`config.mk`:
```
export PLATFORM = sky130hd
export DESIGN_NAME = timer_seq_ctrl
export DESIGN_NICKNAME = d
export VERILOG_FILES = /design/src/rtl/timer_pkg.sv /design/src/rtl/apb_xfer_master.sv /design/src/rtl/timer_seq_ctrl.sv
export SDC_FILE = /design/constraint.sdc
export NUM_CORES = 1
export LEC_CHECK = 0
export BUFFER_PORTS_ARGS = -buffer_cell sky130_fd_sc_hd__buf_2
export CORE_AREA = 2 2 95 97
export DETAILED_ROUTE_END_ITERATION = 8
export DIE_AREA = 0 0 97 99
export SETUP_SLACK_MARGIN = 0.2
export SLEW_MARGIN = 10
export SYNTH_ARGS = -nofsm -noshare
export SYNTH_HDL_FRONTEND = slang
export SYNTH_HIERARCHICAL = 1
export SYNTH_SLANG_ARGS = --single-unit
```
`constraint.sdc`:
```
create_clock -name pclk -period 2.9 [get_ports pclk]
set_input_delay 0.58 -clock pclk [delete_from_list [all_inputs] [get_ports pclk]]
set_output_delay 0.58 -clock pclk [all_outputs]
set_load 0.005 [all_outputs]
```
`src/rtl/timer_pkg.sv`:
```
// Shared definitions for the timer measurement sequencer: register map,
// register bit positions, result codes and state encodings.
package timer_pkg;

  // Default timer register addresses
  localparam logic [7:0] TCR_ADDR_DEF = 8'h00;
  localparam logic [7:0] TDR_ADDR_DEF = 8'h01;
  localparam logic [7:0] TSR_ADDR_DEF = 8'h02;

  // TCR bit positions
  localparam int TCR_LOAD    = 7;
  localparam int TCR_DW      = 5;
  localparam int TCR_EN      = 4;
  localparam int TCR_CLK_LSB = 0;

  // TSR bit positions
  localparam int TSR_OVF = 0;
  localparam int TSR_UDF = 1;

  // Completion status reported with done
  typedef enum logic [1:0] {
    ST_OK      = 2'b00,
    ST_TIMEOUT = 2'b01,
    ST_SLVERR  = 2'b10,
    ST_ABORTED = 2'b11
  } status_e;

  // Sequencer states
  typedef enum logic [3:0] {
    S_IDLE    = 4'd0,
    S_WR_TDR  = 4'd1,
    S_WR_LOAD = 4'd2,
    S_WR_RUN  = 4'd3,
    S_GAP     = 4'd4,
    S_RD_TSR  = 4'd5,
    S_CLR     = 4'd6,
    S_STOP    = 4'd7,
    S_FIN     = 4'd8
  } seq_state_e;

  // APB transfer phases
  typedef enum logic [1:0] {
    PH_IDLE   = 2'd0,
    PH_SETUP  = 2'd1,
    PH_ACCESS = 2'd2
  } apb_phase_e;

  // TCR word that only pulses the load bit
  function automatic logic [7:0] tcr_load_word();
    logic [7:0] w;
    w = 8'h00;
    w[TCR_LOAD] = 1'b1;
    return w;
  endfunction

  // TCR word that enables counting with the chosen direction and clock
  function automatic logic [7:0] tcr_run_word(input logic dw, input logic [1:0] clk_sel);
    logic [7:0] w;
    w = 8'h00;
    w[TCR_DW] = dw;
    w[TCR_EN] = 1'b1;
    w[TCR_CLK_LSB +: 2] = clk_sel;
    return w;
  endfunction

endpackage

```
`src/rtl/apb_xfer_master.sv`:
```
// Single APB transfer engine: accepts one request while idle, runs the
// SETUP/ACCESS handshake and returns a registered ack with read data and
// error one cycle after the completing ACCESS cycle.
module apb_xfer_master
  import timer_pkg::*;
(
  input  logic       pclk,
  input  logic       prst,
  input  logic       req,
  input  logic [7:0] addr,
  input  logic       wr,
  input  logic [7:0] wdata,
  output logic       ack,
  output logic [7:0] rdata,
  output logic       err,
  output logic [7:0] paddr,
  output logic       pwrite,
  output logic       psel,
  output logic       penable,
  output logic [7:0] pwdata,
  input  logic [7:0] prdata,
  input  logic       pready,
  input  logic       pslverr
);

  apb_phase_e phase_q, phase_d;
  logic [7:0] addr_q;
  logic       wr_q;
  logic [7:0] wdata_q;
  logic       ack_q;
  logic [7:0] rdata_q;
  logic       err_q;
  logic       complete;

  assign complete = (phase_q == PH_ACCESS) && pready;

  // Phase sequencing: a request is only taken while idle, ACCESS holds until pready
  always_comb begin
    phase_d = phase_q;
    case (phase_q)
      PH_IDLE:   if (req) phase_d = PH_SETUP;
      PH_SETUP:  phase_d = PH_ACCESS;
      PH_ACCESS: if (pready) phase_d = PH_IDLE;
      default:   phase_d = PH_IDLE;
    endcase
  end

  // Phase register, request capture and completion result
  always_ff @(posedge pclk) begin
    if (prst) begin
      phase_q <= PH_IDLE;
      addr_q  <= 8'h00;
      wr_q    <= 1'b0;
      wdata_q <= 8'h00;
      ack_q   <= 1'b0;
      rdata_q <= 8'h00;
      err_q   <= 1'b0;
    end else begin
      phase_q <= phase_d;
      ack_q   <= complete;
      err_q   <= complete && pslverr;
      if (complete) rdata_q <= prdata;
      if ((phase_q == PH_IDLE) && req) begin
        addr_q  <= addr;
        wr_q    <= wr;
        wdata_q <= wdata;
      end
    end
  end

  assign psel    = (phase_q != PH_IDLE);
  assign penable = (phase_q == PH_ACCESS);
  assign paddr   = addr_q;
  assign pwrite  = wr_q;
  assign pwdata  = wdata_q;
  assign ack     = ack_q;
  assign rdata   = rdata_q;
  assign err     = err_q;

endmodule

```
`src/rtl/timer_seq_ctrl.sv`:
```
// Runs one complete timer measurement over APB: load reload value, load,
// run, poll the event flag with idle gaps, then clear or stop the timer.
module timer_seq_ctrl
  import timer_pkg::*;
#(
  parameter logic [7:0] ADDR_TCR = TCR_ADDR_DEF,
  parameter logic [7:0] ADDR_TDR = TDR_ADDR_DEF,
  parameter logic [7:0] ADDR_TSR = TSR_ADDR_DEF,
  parameter int         POLL_GAP = 16,
  parameter int         POLL_MAX = 1024
) (
  input  logic       pclk,
  input  logic       prst,
  input  logic       start,
  input  logic       abort,
  input  logic [7:0] cfg_tdr,
  input  logic       cfg_dw,
  input  logic [1:0] cfg_clk,
  output logic       busy,
  output logic       done,
  output logic [1:0] status,
  output logic [9:0] poll_cnt,
  output logic [7:0] paddr,
  output logic       pwrite,
  output logic       psel,
  output logic       penable,
  output logic [7:0] pwdata,
  input  logic [7:0] prdata,
  input  logic       pready,
  input  logic       pslverr
);

  localparam int GW  = $clog2(POLL_GAP + 1);
  localparam int PCW = $clog2(POLL_MAX + 1);

  seq_state_e     state_q, state_d;
  status_e        status_q, status_d;
  logic [7:0]     tdr_q;
  logic           dw_q;
  logic [1:0]     clk_q;
  logic [GW-1:0]  gap_cnt_q;
  logic [PCW-1:0] poll_cnt_q;
  logic           issued_q;
  logic           abort_q;

  logic           xfer_req;
  logic [7:0]     xfer_addr;
  logic           xfer_wr;
  logic [7:0]     xfer_wdata;
  logic           xfer_ack;
  logic [7:0]     xfer_rdata;
  logic           xfer_err;

  logic           abort_hit;
  logic           gap_done;
  logic           last_poll;
  logic [7:0]     flag_mask;
  logic           tsr_flag;

  // Abort is a level; remember it so a short pulse during a transfer still counts
  assign abort_hit = abort || abort_q;
  assign gap_done  = (gap_cnt_q == GW'(POLL_GAP - 1));
  // The read completing now is the POLL_MAX-th one
  assign last_poll = (poll_cnt_q >= PCW'(POLL_MAX - 1));
  assign flag_mask = dw_q ? (8'h01 << TSR_UDF) : (8'h01 << TSR_OVF);
  assign tsr_flag  = |(xfer_rdata & flag_mask);

  // State and result registers
  always_ff @(posedge pclk) begin
    if (prst) begin
      state_q  <= S_IDLE;
      status_q <= ST_OK;
    end else begin
      state_q  <= state_d;
      status_q <= status_d;
    end
  end

  // Next state and result code; an errored transfer ends the run without STOP
  always_comb begin
    state_d  = state_q;
    status_d = status_q;
    case (state_q)
      S_IDLE: begin
        if (start) begin
          state_d  = S_WR_TDR;
          status_d = ST_OK;
        end
      end
      S_WR_TDR, S_WR_LOAD, S_WR_RUN, S_CLR: begin
        if (xfer_ack) begin
          if (xfer_err) begin
            state_d  = S_FIN;
            status_d = ST_SLVERR;
          end else if (abort_hit) begin
            state_d  = S_STOP;
            status_d = ST_ABORTED;
          end else if (state_q == S_WR_TDR) begin
            state_d = S_WR_LOAD;
          end else if (state_q == S_WR_LOAD) begin
            state_d = S_WR_RUN;
          end else if (state_q == S_WR_RUN) begin
            state_d = S_GAP;
          end else begin
            state_d  = S_FIN;
            status_d = ST_OK;
          end
        end
      end
      S_GAP: begin
        if (abort_hit) begin
          state_d  = S_STOP;
          status_d = ST_ABORTED;
        end else if (gap_done) begin
          state_d = S_RD_TSR;
        end
      end
      S_RD_TSR: begin
        if (xfer_ack) begin
          if (xfer_err) begin
            state_d  = S_FIN;
            status_d = ST_SLVERR;
          end else if (abort_hit) begin
            state_d  = S_STOP;
            status_d = ST_ABORTED;
          end else if (tsr_flag) begin
            state_d = S_CLR;
          end else if (!last_poll) begin
            state_d = S_GAP;
          end else begin
            state_d  = S_STOP;
            status_d = ST_TIMEOUT;
          end
        end
      end
      S_STOP: begin
        if (xfer_ack) begin
          state_d = S_FIN;
          if (xfer_err) status_d = ST_SLVERR;
        end
      end
      S_FIN:   state_d = S_IDLE;
      default: state_d = S_IDLE;
    endcase
  end

  // Transfer request and outward flags decoded from the current state
  always_comb begin
    xfer_req   = 1'b0;
    xfer_addr  = 8'h00;
    xfer_wr    = 1'b0;
    xfer_wdata = 8'h00;
    case (state_q)
      S_WR_TDR: begin
        xfer_req   = !issued_q;
        xfer_addr  = ADDR_TDR;
        xfer_wr    = 1'b1;
        xfer_wdata = tdr_q;
      end
      S_WR_LOAD: begin
        xfer_req   = !issued_q;
        xfer_addr  = ADDR_TCR;
        xfer_wr    = 1'b1;
        xfer_wdata = tcr_load_word();
      end
      S_WR_RUN: begin
        xfer_req   = !issued_q;
        xfer_addr  = ADDR_TCR;
        xfer_wr    = 1'b1;
        xfer_wdata = tcr_run_word(dw_q, clk_q);
      end
      S_RD_TSR: begin
        xfer_req  = !issued_q;
        xfer_addr = ADDR_TSR;
      end
      S_CLR: begin
        xfer_req   = !issued_q;
        xfer_addr  = ADDR_TSR;
        xfer_wr    = 1'b1;
        xfer_wdata = 8'h00;
      end
      S_STOP: begin
        xfer_req   = !issued_q;
        xfer_addr  = ADDR_TCR;
        xfer_wr    = 1'b1;
        xfer_wdata = 8'h00;
      end
      default: ;
    endcase
  end

  assign busy   = (state_q != S_IDLE) && (state_q != S_FIN);
  assign done   = (state_q == S_FIN);
  assign status = status_q;

  // Configuration capture, poll/gap counters and per-state request bookkeeping
  always_ff @(posedge pclk) begin
    if (prst) begin
      tdr_q      <= 8'h00;
      dw_q       <= 1'b0;
      clk_q      <= 2'b00;
      gap_cnt_q  <= '0;
      poll_cnt_q <= '0;
      issued_q   <= 1'b0;
      abort_q    <= 1'b0;
    end else begin
      if ((state_q == S_IDLE) && start) begin
        tdr_q      <= cfg_tdr;
        dw_q       <= cfg_dw;
        clk_q      <= cfg_clk;
        poll_cnt_q <= '0;
      end else if ((state_q == S_RD_TSR) && xfer_ack && (poll_cnt_q != PCW'(POLL_MAX))) begin
        poll_cnt_q <= poll_cnt_q + 1'b1;
      end

      if (state_q != S_GAP) gap_cnt_q <= '0;
      else                  gap_cnt_q <= gap_cnt_q + 1'b1;

      // One request per visit to a transfer state
      if (state_d != state_q) issued_q <= 1'b0;
      else if (xfer_req)      issued_q <= 1'b1;

      if ((state_q == S_IDLE) || (state_q == S_FIN)) abort_q <= 1'b0;
      else if (abort)                                abort_q <= 1'b1;
    end
  end

  // Present the internal poll count on the 10-bit port, saturating if wider
  generate
    if (PCW < 10) begin : g_pc_narrow
      assign poll_cnt = {{(10 - PCW){1'b0}}, poll_cnt_q};
    end else if (PCW == 10) begin : g_pc_exact
      assign poll_cnt = poll_cnt_q;
    end else begin : g_pc_wide
      assign poll_cnt = (poll_cnt_q > PCW'(1023)) ? 10'h3FF : poll_cnt_q[9:0];
    end
  endgenerate

  apb_xfer_master u_xfer (
    .pclk    (pclk),
    .prst    (prst),
    .req     (xfer_req),
    .addr    (xfer_addr),
    .wr      (xfer_wr),
    .wdata   (xfer_wdata),
    .ack     (xfer_ack),
    .rdata   (xfer_rdata),
    .err     (xfer_err),
    .paddr   (paddr),
    .pwrite  (pwrite),
    .psel    (psel),
    .penable (penable),
    .pwdata  (pwdata),
    .prdata  (prdata),
    .pready  (pready),
    .pslverr (pslverr)
  );

endmodule

```
==> flow_metrics.py <==
metrics = {
    "run_status": {
        "status": "complete, no violations",
    },
    "hold_path": {
        "worstHoldPathType": "reg2reg",
        "hold_path_depth": 1,
        "hold_start": "gap_cnt_q[0]",
        "min_to": "gap_cnt_q[0]",
    },
    "global_routing": {
        "track_usage_pct": 15.10,
        "grt_pass1_vias": 2652,
        "grt_max_degree": 48,
        "grt_overflow": 0,
        "antenna_found_initial": 0,
        "grt_pass1_wl_um": 11980,
    },
    "critical_path": {
        "worstPathMaxFanout": 9,
        "path_class": "reg2out",
        "start_kind": "flop",
        "rrSetupSlack_ns": 0.74,
        "slowest_delay_ns": 0.50,
        "critPathRequiredTime_ns": 2.32,
        "crit_arrival_ns": 1.81,
        "reg2reg_from": "poll_cnt_q[0]",
        "cp-end-kind": "output pin",
        "worstPathCellList": "and4_2 -> nand4_1 -> a211oi_1 -> or3_2 -> buf_2",
        "cp_slowest_cell": "dfxtp_1",
        "r2r_cells": 6,
        "r2r_end": "status[1]",
    },
    "clock_tree": {
        "clk_latency_ns": 0.34,
        "htree_levels": 3,
        "post_cts_buffers": 0,
        "cts_buffer_depth": 2,
        "cts-resized-gates": 0,
        "cts_buffers": 9,
        "root_buffer": "clkbuf_8",
        "cts.clk_slew.worst_paths_ns": 0.07,
        "hold_buffers": 0,
        "clock_sinks": 58,
        "cts_tree": "yes",
    },
    "finish": {
        "multi_input_area_sq_mm": 0.001797,
        "fillers": 873,
        "n_antenna_cell": 0,
        "drive_gt1_share_pct": 22.38,
        "syn_to_final_growth_pct": 16.36,
        "final_core_utilization_pct": 42.05,
        "regArea_sq_mm": 0.001161,
        "nets": 444,
    },
    "floorplanning": {
        "die_h_um": 99,
        "coreArea_sq_mm": 0.008551,
        "dieArea_sq_mm": 0.009603,
        "ios": 58,
        "start_util_pct": 36.14,
        "die_w_um": 97,
        "num_rows": 34,
    },
    "routing": {
        "viasPerCell": 5.013,
        "drt_iter0_drc": 233,
        "drc": 0,
        "num_vias": 2647,
        "ant_nets": 0,
        "routedWlPerCell_um": 13.11,
        "drt-total-wl_um": 6922,
        "first_pass_iters": 4,
    },
    "logic_synthesis": {
        "netlist_instances": 368,
        "avgSynthCellArea_sq_um": 8.398,
        "syn_area_sq_mm": 0.003090,
        "yosys_warnings": 6,
    },
    "place": {
        "gp_congestion": 0.8302,
        "hpwl_um": 4761,
        "numPortBuffers": 51,
    },
    "sta": {
        "timing.final.crit_share_pct": 82.24,
        "relSlewSlack_pct": 57.26,
        "rsz0062_at_grt": "false",
        "finalHoldViolCount": 0,
        "setup-tns-final_ns": 0,
        "hold_ws_ns": 0.4503,
        "worst_pin_slew_ns": 0.6411,
        "period_minus_slack_ns": 2.385,
        "finalSetupViolCount": 0,
        "fmaxAchievable_mhz": 419.3,
        "drv_slew": 0,
        "finClkSkew_ns": 0.009814,
    },
    "power_and_ir_drop": {
        "combPwrFrac_pct": 10.5,
        "seq_power_share_pct": 49.6,
        "p_per_area_mw_per_mm2": 471.7,
        "internal-power_uw": 1235,
        "irDropWorstVdd_v": 0.0002787,
        "p_sw_uw": 461.4,
        "clkPwrFrac_pct": 40.0,
        "switching_share_pct": 27.20,
        "leakagePower_uw": 0.001465,
    },
    "job": {
        "maxCapViolations": 0,
    },
}
sequential cells by signal (all words and copies together), names as in the netlist:
| signal | flops |
|---|---|
| u_xfer/rdata | 2 |
| tdr_q | 8 |
| abort_q | 1 |
| u_xfer/pwdata | 8 |
| dw_q | 1 |
| u_xfer/paddr | 8 |
| u_xfer/err | 1 |
| gap_cnt_q | 5 |
| poll_cnt_q | 11 |
| u_xfer/ack | 1 |
| status | 2 |
| u_xfer/phase_q | 2 |
| clk_q | 2 |
| issued_q | 1 |
| u_xfer/pwrite | 1 |
| state_q | 4 |
power by group through the flow:
stage          sequential (uW)  combinational [uW]  clock [uW]
3_5_place_dp               859                 178           0
4_1_cts                    841                 179         703
5_1_grt                    845                 200         734
6_report                   841                 177         678
2_1_floorplan              852                 135           0
3_3_place_gp               858                 177           0
how the worst max path moves through the flow:
stage                   from     endpoint  slack (ns)  depth (start not counted)
2_1_floorplan  poll_cnt_q[0]    status[1]        1.05                          6
3_3_place_gp   poll_cnt_q[0]    status[1]        0.78                          6
3_5_place_dp   poll_cnt_q[0]    status[1]        0.76                          6
4_1_cts        poll_cnt_q[2]  poll_cnt[3]        0.48                          5
5_1_grt        poll_cnt_q[2]  poll_cnt[3]        0.36                          5
6_report       poll_cnt_q[2]  poll_cnt[3]        0.51                          5
placed cells by master, fill, tap and decap left out, types with 2 or more instances in the layout:
| cell | n |
|---|---|
| inv_1 | 8 |
| a21oi_1 | 27 |
| o221ai_1 | 2 |
| nand2b_1 | 44 |
| xnor2_1 | 9 |
| nor2b_1 | 6 |
| nor3_1 | 11 |
| clkinvlp_4 | 2 |
| buf_2 | 51 |
| or3_1 | 3 |
| buf_4 | 5 |
| and4_1 | 2 |
| nand2_1 | 31 |
| a211oi_1 | 3 |
| clkinv_2 | 2 |
| dfxtp_1 | 58 |
| and3_1 | 6 |
| nor2_1 | 32 |
| o211a_1 | 2 |
| mux2i_1 | 23 |
| xor2_1 | 3 |
| or2_2 | 13 |
| o21ai_0 | 8 |
| nand3_1 | 9 |
| clkbuf_8 | 10 |
| conb_1 | 6 |
| nor3b_1 | 4 |
| nor4_1 | 4 |
| nand4_1 | 4 |
| clkinv_4 | 2 |
| ha_1 | 4 |
worst max-delay path: cells and delay by family (launching register included):
kind	cells	cell delay, ns
buf+inv	1	0.10
simple gates	3	0.58
compound gates	1	0.28
flops	1	0.50
metal layers:
layer  GRT usage (%)  part of all wire, %  up-vias
met2           24.20                   45       90
li1                -                    -     1352
met1           18.77                   47     1198
met4           4.984                  1.3        0
met5               0                    0        -
met3           5.745                  7.4        7
area by class of cell:
class	count	area share, %
clock inverter	6	1.183
timing repair buffer	56	8.142
clock buffer	10	3.827
sequential	58	32.29
inverter	8	0.8351
multi-input combinational	282	49.97
tap	108	3.758
metrics by stage:
stage	setup slack, ns	power (uW)	instances	cell area [sq um]
detailed placement	0.7621	1037	512	3416
floorplan	1.052	986.8	373	3109
CTS	0.4838	1723	528	3596
global route	0.3633	1779	528	3596
global placement	0.7807	1036	512	3416
finish	0.5149	1696	528	3596
Power figures use the tool's default switching activity.
